[src/rtl/register_xfer_seq.sv]
// Parametrised transfer register: full-word load/drive on the transfer and address buses,
// byte-at-a-time load/drive on the main bus through a wrapping byte pointer, and in-place inc/dec.
module register_xfer_seq #(
   parameter int WIDTH_MAIN = 8,
   parameter int BYTES      = 2,
   parameter int BIG_ENDIAN = 0
) (
   input  logic                          clk,
   input  logic                          reset,
   input  logic [WIDTH_MAIN*BYTES-1:0]   xfer_in,
   input  logic                          load_xfer,
   input  logic                          assert_xfer,
   output logic [WIDTH_MAIN*BYTES-1:0]   xfer_out,
   output logic                          xfer_en,
   input  logic                          assert_addr,
   output logic [WIDTH_MAIN*BYTES-1:0]   addr_out,
   output logic                          addr_en,
   input  logic [WIDTH_MAIN-1:0]         main_in,
   input  logic                          load_main,
   input  logic                          assert_main,
   output logic [WIDTH_MAIN-1:0]         main_out,
   output logic                          main_en,
   input  logic                          ptr_clr,
   input  logic                          inc,
   input  logic                          dec,
   output logic [$clog2(BYTES)-1:0]      ptr_out,
   output logic                          seq_last
);

   localparam int WIDTH_AX = WIDTH_MAIN * BYTES;
   localparam int PTR_W    = $clog2(BYTES);
   localparam logic [PTR_W-1:0]    PTR_ONE  = PTR_W'(1);
   localparam logic [PTR_W-1:0]    PTR_LAST = PTR_W'(BYTES - 1);
   localparam logic [WIDTH_AX-1:0] WORD_ONE = WIDTH_AX'(1);

   logic [WIDTH_AX-1:0]   word;
   logic [WIDTH_AX-1:0]   word_next;
   logic [PTR_W-1:0]      ptr;
   logic [PTR_W-1:0]      ptr_next;
   logic [PTR_W-1:0]      ptr_adv;
   logic [PTR_W-1:0]      byte_idx;
   logic [WIDTH_MAIN-1:0] main_sel;
   logic                  last;

   assign last    = (ptr == PTR_LAST);
   assign ptr_adv = last ? {PTR_W{1'b0}} : (ptr + PTR_ONE);

   // Map the sequence pointer onto a physical byte lane according to byte order.
   always_comb begin
      byte_idx = ptr;
      if (BIG_ENDIAN != 0) begin
         byte_idx = PTR_LAST - ptr;
      end else begin
         byte_idx = ptr;
      end
   end

   // Select the byte lane currently addressed by the pointer.
   always_comb begin
      main_sel = {WIDTH_MAIN{1'b0}};
      for (int k = 0; k < BYTES; k++) begin
         main_sel = main_sel | ((byte_idx == PTR_W'(k)) ? word[k*WIDTH_MAIN +: WIDTH_MAIN]
                                                       : {WIDTH_MAIN{1'b0}});
      end
   end

   // Next word: full load beats byte write beats count; inc and dec together cancel.
   always_comb begin
      word_next = word;
      if (!load_xfer) begin
         word_next = xfer_in;
      end else if (!load_main) begin
         for (int k = 0; k < BYTES; k++) begin
            word_next[k*WIDTH_MAIN +: WIDTH_MAIN] = (byte_idx == PTR_W'(k)) ? main_in
                                                   : word[k*WIDTH_MAIN +: WIDTH_MAIN];
         end
      end else if (!inc && dec) begin
         word_next = word + WORD_ONE;
      end else if (inc && !dec) begin
         word_next = word - WORD_ONE;
      end else begin
         word_next = word;
      end
   end

   // Next pointer: a clear or a full load restarts the sequence; any main-bus byte access advances once.
   always_comb begin
      ptr_next = ptr;
      if (!ptr_clr || !load_xfer) begin
         ptr_next = {PTR_W{1'b0}};
      end else if (!load_main || !assert_main) begin
         ptr_next = ptr_adv;
      end else begin
         ptr_next = ptr;
      end
   end

   // State registers with synchronous reset.
   always_ff @(posedge clk) begin
      if (reset) begin
         word <= {WIDTH_AX{1'b0}};
         ptr  <= {PTR_W{1'b0}};
      end else begin
         word <= word_next;
         ptr  <= ptr_next;
      end
   end

   assign xfer_en  = ~assert_xfer;
   assign addr_en  = ~assert_addr;
   assign main_en  = ~assert_main;
   assign xfer_out = xfer_en ? word : {WIDTH_AX{1'b0}};
   assign addr_out = addr_en ? word : {WIDTH_AX{1'b0}};
   assign main_out = main_en ? main_sel : {WIDTH_MAIN{1'b0}};
   assign ptr_out  = ptr;
   assign seq_last = last;

endmodule
[config.mk]
export PLATFORM = sky130hd
export DESIGN_NAME = register_xfer_seq
export DESIGN_NICKNAME = d
export VERILOG_FILES = /design/src/rtl/register_xfer_seq.sv
export SDC_FILE = /design/constraint.sdc
export NUM_CORES = 1
export LEC_CHECK = 0
export ABC_AREA = 1
export BUFFER_PORTS_ARGS = -buffer_cell sky130_fd_sc_hd__buf_2
export CAP_MARGIN = 5
export CORE_ASPECT_RATIO = 0.8
export CORE_UTILIZATION = 36
export CTS_CLUSTER_DIAMETER = 50
export DETAILED_ROUTE_END_ITERATION = 6
export PLACE_DENSITY = 0.6
export RECOVER_POWER = 100
export SLEW_MARGIN = 20
export SYNTH_ARGS = -nofsm -noshare
export SYNTH_HDL_FRONTEND = slang
export SYNTH_SLANG_ARGS = --single-unit
[constraint.sdc]
create_clock -name clk -period 3.8 [get_ports clk]
set_input_delay 0.19 -clock clk [delete_from_list [all_inputs] [get_ports clk]]
set_output_delay 0.19 -clock clk [all_outputs]
set_load 0.02 [all_outputs]
======== Word-level counts from Yosys, hierarchy flattened ========
Index checks and enable logic that the tools add are counted.
storage, ports and cells
  flip-flop bits (word level) ............. 17
  input port bits ......................... 34
  output and inout port bits .............. 45
  word-level logic and storage cells ...... 38
operators by class
  add/sub/neg operators ................... 3
  eq/ne operators ......................... 3
  multiplexer cells ....................... 12
  bitwise logic cells ..................... 4
  reduce and logical (&&, ||, !) cells .... 13
operator list
  operator                                                              count
  16-bit 2-to-1 mux                                                     6
  8-bit 2-to-1 mux                                                      5
  16-bit by 1-bit adder with 16-bit output, second input constant       1
  16-bit by 1-bit subtractor with 16-bit output, second input constant  1
  8-bit bitwise OR                                                      1
  1-bit zero test                                                       6
  4-bit by 2-bit != test with 1-bit output, second input constant       1
  2-bit AND reduction                                                   2
  3-bit by 1-bit != test with 1-bit output, second input constant       1
  3-bit != test, second input constant                                  1
  1-bit NOT                                                             3
  1-bit logical AND                                                     2
  1-bit logical OR                                                      2
  2-bit OR reduction                                                    1
  1-bit adder, second input constant                                    1
  1-bit 2-to-1 mux                                                      1

======== Longest topological paths before layout ========
  word-level depth ........................ 6
  mapped depth ............................ 15
  depth with buffers taken out ............ 15

======== Least setup slack after synthesis ========
No wires, ideal clock.
  path type ............................... in2reg
  from .................................... input port inc
  to ...................................... register word[7]
  setup time .............................. 0.122 ns
  arrival ................................. 1.904 ns
  data required time ...................... 3.678 ns
  path slack .............................. 1.774 ns
  stages .................................. 12
  path buffers ............................ 0
  path through ............................ inv_1 -> ha_1 -> inv_1 -> ha_1 -> or2_1 -> nand3_1 -> nand2_2 -> or2_1 -> nand3_1 -> nand2_1 -> o21ai_2 -> a21oi_2
between the ends
  word-level cells in the longest chain between the ends .. 5
  elaborated cells on any way between the ends .. 8
RTL lines
  element               RTL line  text
  start, declared       24        input logic inc,
  1-bit zero test       77        end else if (!inc && dec) begin
  1-bit logical AND     77
  16-bit 2-to-1 mux     77
  16-bit 2-to-1 mux     72        end else if (!load_main) begin
  16-bit 2-to-1 mux     70        if (!load_xfer) begin
  end signal, assigned  101       word <= {WIDTH_AX{1'b0}};
  end signal, assigned  104       word <= word_next;
  end, declared         36        logic [WIDTH_AX-1:0] word;
Parallel ways exist; a longest one is shown, timed or not.
A chain may end at the register's enable or synchronous reset.

======== Worst setup path after layout ========
  from .................................... input port inc
  to ...................................... register word[5]
Same word-level chain as after synthesis.

==> impl_metrics.tcl <==
set metrics [dict create \
    dieHeight_um 71.8 \
    synth_warnings 0 \
    grt_overflow 0 \
    fin_skew_ps 3.87 \
    post_cts_resized 0 \
    slew_violations 0 \
    synth_top_area_share_pct 17.8 \
    place.gp.congestion 0.918 \
    grt_pass1_wl_um 10800 \
    core_area_um2 5880 \
    synth-edff-count 0 \
    rows 25 \
    start_kind "input port" \
    cts_root_buffer "clkbuf_8" \
    rr_startpoint "word[0]$_SDFFE_PP0P_" \
    rr_endpoint "word[12]$_SDFFE_PP0P_" \
    total_power_uw 820 \
    crit_start "inc" \
    end_kind "flop" \
    ys_async_sr_fraction_pct 0 \
    fin_crit_sh_pct 58.1 \
    fmax_mhz 453 \
    syn-cell-area_um2 2190 \
    leakage_uw 0.00136 \
    critPathMaxFanout 16 \
    peakVddDrop_uv 146 \
    wirelength_um 6980 \
    syn_nets 447 \
    clock_latency_ps 260 \
    cellPowerDensity_nw_per_um2 319 \
    maxCapViolCount 0 \
    h-tree-depth 1 \
    slew_headroom_pct 52.4 \
    place_hpwl_um 5770 \
    start_util_pct 37.2 \
    num_antenna_cells 0 \
    layout_min_cycle_time_ps 2210 \
    drtAntennaViolNets 0 \
    vias 2583 \
    ys_ff_latch 17 \
    grt_pass1_vias 2154 \
    endpoint "word[5]$_SDFFE_PP0P_" \
    worst_pin_slew_ps 714 \
    r2r_slack_ps 1790 \
    ctsHoldBuffers 0 \
    drc 0 \
    grt_use_total_pct 22.6 \
    post_cts_buffers 0 \
    syn2layout_area_growth_pct 17.5 \
    die_w_um 89.2 \
    rsz0062_at_grt "false" \
    yosysTopAreaCell "nand2_1" \
    clk_path_buf_depth 2 \
    synthFlopType "dfxtp_1" \
    antenna_found_initial 0 \
    drt_iter0_drc 124 \
    outcome "complete, no violations" \
    hold_violations 0 \
    finalSetupViolCount 0 \
    cp_data_arrival_time_ps 2340 \
    synthCells 395 \
    seq_area_frac_synth_pct 15.5 \
    drive_above_1_share_pct 11.9 \
    routed_via_density 4.75 \
    drt-wirelength-per-cell_um 12.8 \
    numCtsBuffers 3 \
    required_ps 3940 \
    fin_nets 516 \
    crit_type "input port to flop" \
    synth.avg_cell_area_um2 5.54 \
    first_pass_iters 4 \
    grt_max_degree 23 \
    die-area_um2 6400 \
    yosys.cell_types.count 30 \
    cts_sinks 17 \
    ys_top_cells_by_area "nand2_1, dfxtp_1, inv_1" \
    hp-class "input port to flop" \
    clkTransAtPathRegs_ps 70 \
    io_pins 79 \
    finalSetupTns_ps 0 \
    reg2regPathDepth 12 \
    tritoncts "yes" \
    port_buffers 78 \
]
[state kept, by name (all words and copies together) (netlist names)]
name / count
ptr_out: 1
word: 16
[cells in the final DEF (no fill, tap or decap)]
master and instances:
nor3_2 2, and2_2 1, xor2_1 1, nand4_1 1
nand2_2 4, dfxtp_1 17, nor3_1 1, clkbuf_8 3
fa_1 1, clkinv_1 1, clkinv_2 1, a21oi_2 7
nor2_1 58, or2_2 1, xnor2_1 2, or2_1 3
buf_2 33, clkbuf_1 45, o21ai_2 1, ha_1 17
o21bai_1 1, nand2_1 105, o21ai_1 2, o21ai_0 27
nand3_1 25, nand3b_1 2, or2_0 1, inv_1 63
a21oi_1 35, inv_2 2
[through the flow]
step	utilization [%]	area, um^2	instances	setup slack, ps	hold slack, ps
floorplan	-	2190	395	1770	334
global placement	44.3	2600	540	1400	446
detailed placement	44.3	2600	540	1340	447
CTS	45.0	2650	544	1620	167
global route	43.8	2570	544	1350	164
finish	43.8	2570	544	1590	170
[cells by family after synthesis]
family	after synthesis	share of synthesized area, %
AND/OR/NAND/NOR	204	39.0
AO/OA/AOI/OAI	73	18.7
adder cells (fa/ha/maj)	18	10.6
flip-flops	17	15.5
XOR/XNOR	3	1.20
buffers and inverters	80	14.9
[worst max-delay path, stage by stage]
cell,delay (ps)
buf_2,70
inv_1,30
ha_1,230
inv_1,420
ha_1,380
or2_0,260
nand3_1,100
nand2_1,130
or2_1,250
nand3_1,70
nand2_1,50
o21ai_0,80
a21oi_1,80
[power breakdown]
group	leakage, uW	switching, uW	internal (uW)	total (uW)
clock network	0.0000255	66.6	73.0	140
logic	0.00120	304	153	456
registers	0.000141	27.0	197	224
[how the worst min path moves through the flow]
stage	from	to	slack (ps)	cells past startpoint
after floorplan	ptr_clr	ptr_out$_SDFFE_PP0P_	330	2
after global placement	ptr_clr	ptr_out$_SDFFE_PP0P_	450	3
after detailed placement	ptr_clr	ptr_out$_SDFFE_PP0P_	450	3
after CTS	ptr_clr	ptr_out$_SDFFE_PP0P_	170	3
after global routing	ptr_clr	ptr_out$_SDFFE_PP0P_	160	3
final	ptr_clr	ptr_out$_SDFFE_PP0P_	170	3
[routing by layer]
layer  up-vias  part of all wire (%)  global-route usage (%)  wire length, um
li1       1370                     -                       -                -
met1      1131                    51                    34.7             3590
met2        73                    42                    32.8             2920
met3         9                   5.7                    3.92              399
met4         0                   1.1                    4.23               74
met5         -                     0                       0                0
[cells in the mapped netlist, types with 2 or more instances]
cell,number
nand2_1,104
inv_1,63
nor2_1,58
a21oi_1,33
nand3_1,24
o21ai_0,22
dfxtp_1,17
ha_1,17
a21oi_2,9
buf_2,6
o21ai_1,6
nand2_2,5
clkbuf_1,4
or2_1,4
buf_4,3
inv_2,2
nand3b_1,2
nor3_2,2
o21ai_2,2
xnor2_1,2
[cell type report]
type,instances,area (um^2)
clock buffer,3,41.3
clock inverter,1,5.00
fill,719,3310
inverter,66,248
multi-input combinational,298,1500
sequential,17,340
tap,81,101
timing repair buffer,78,334
(Power assumes the default switching activity.)
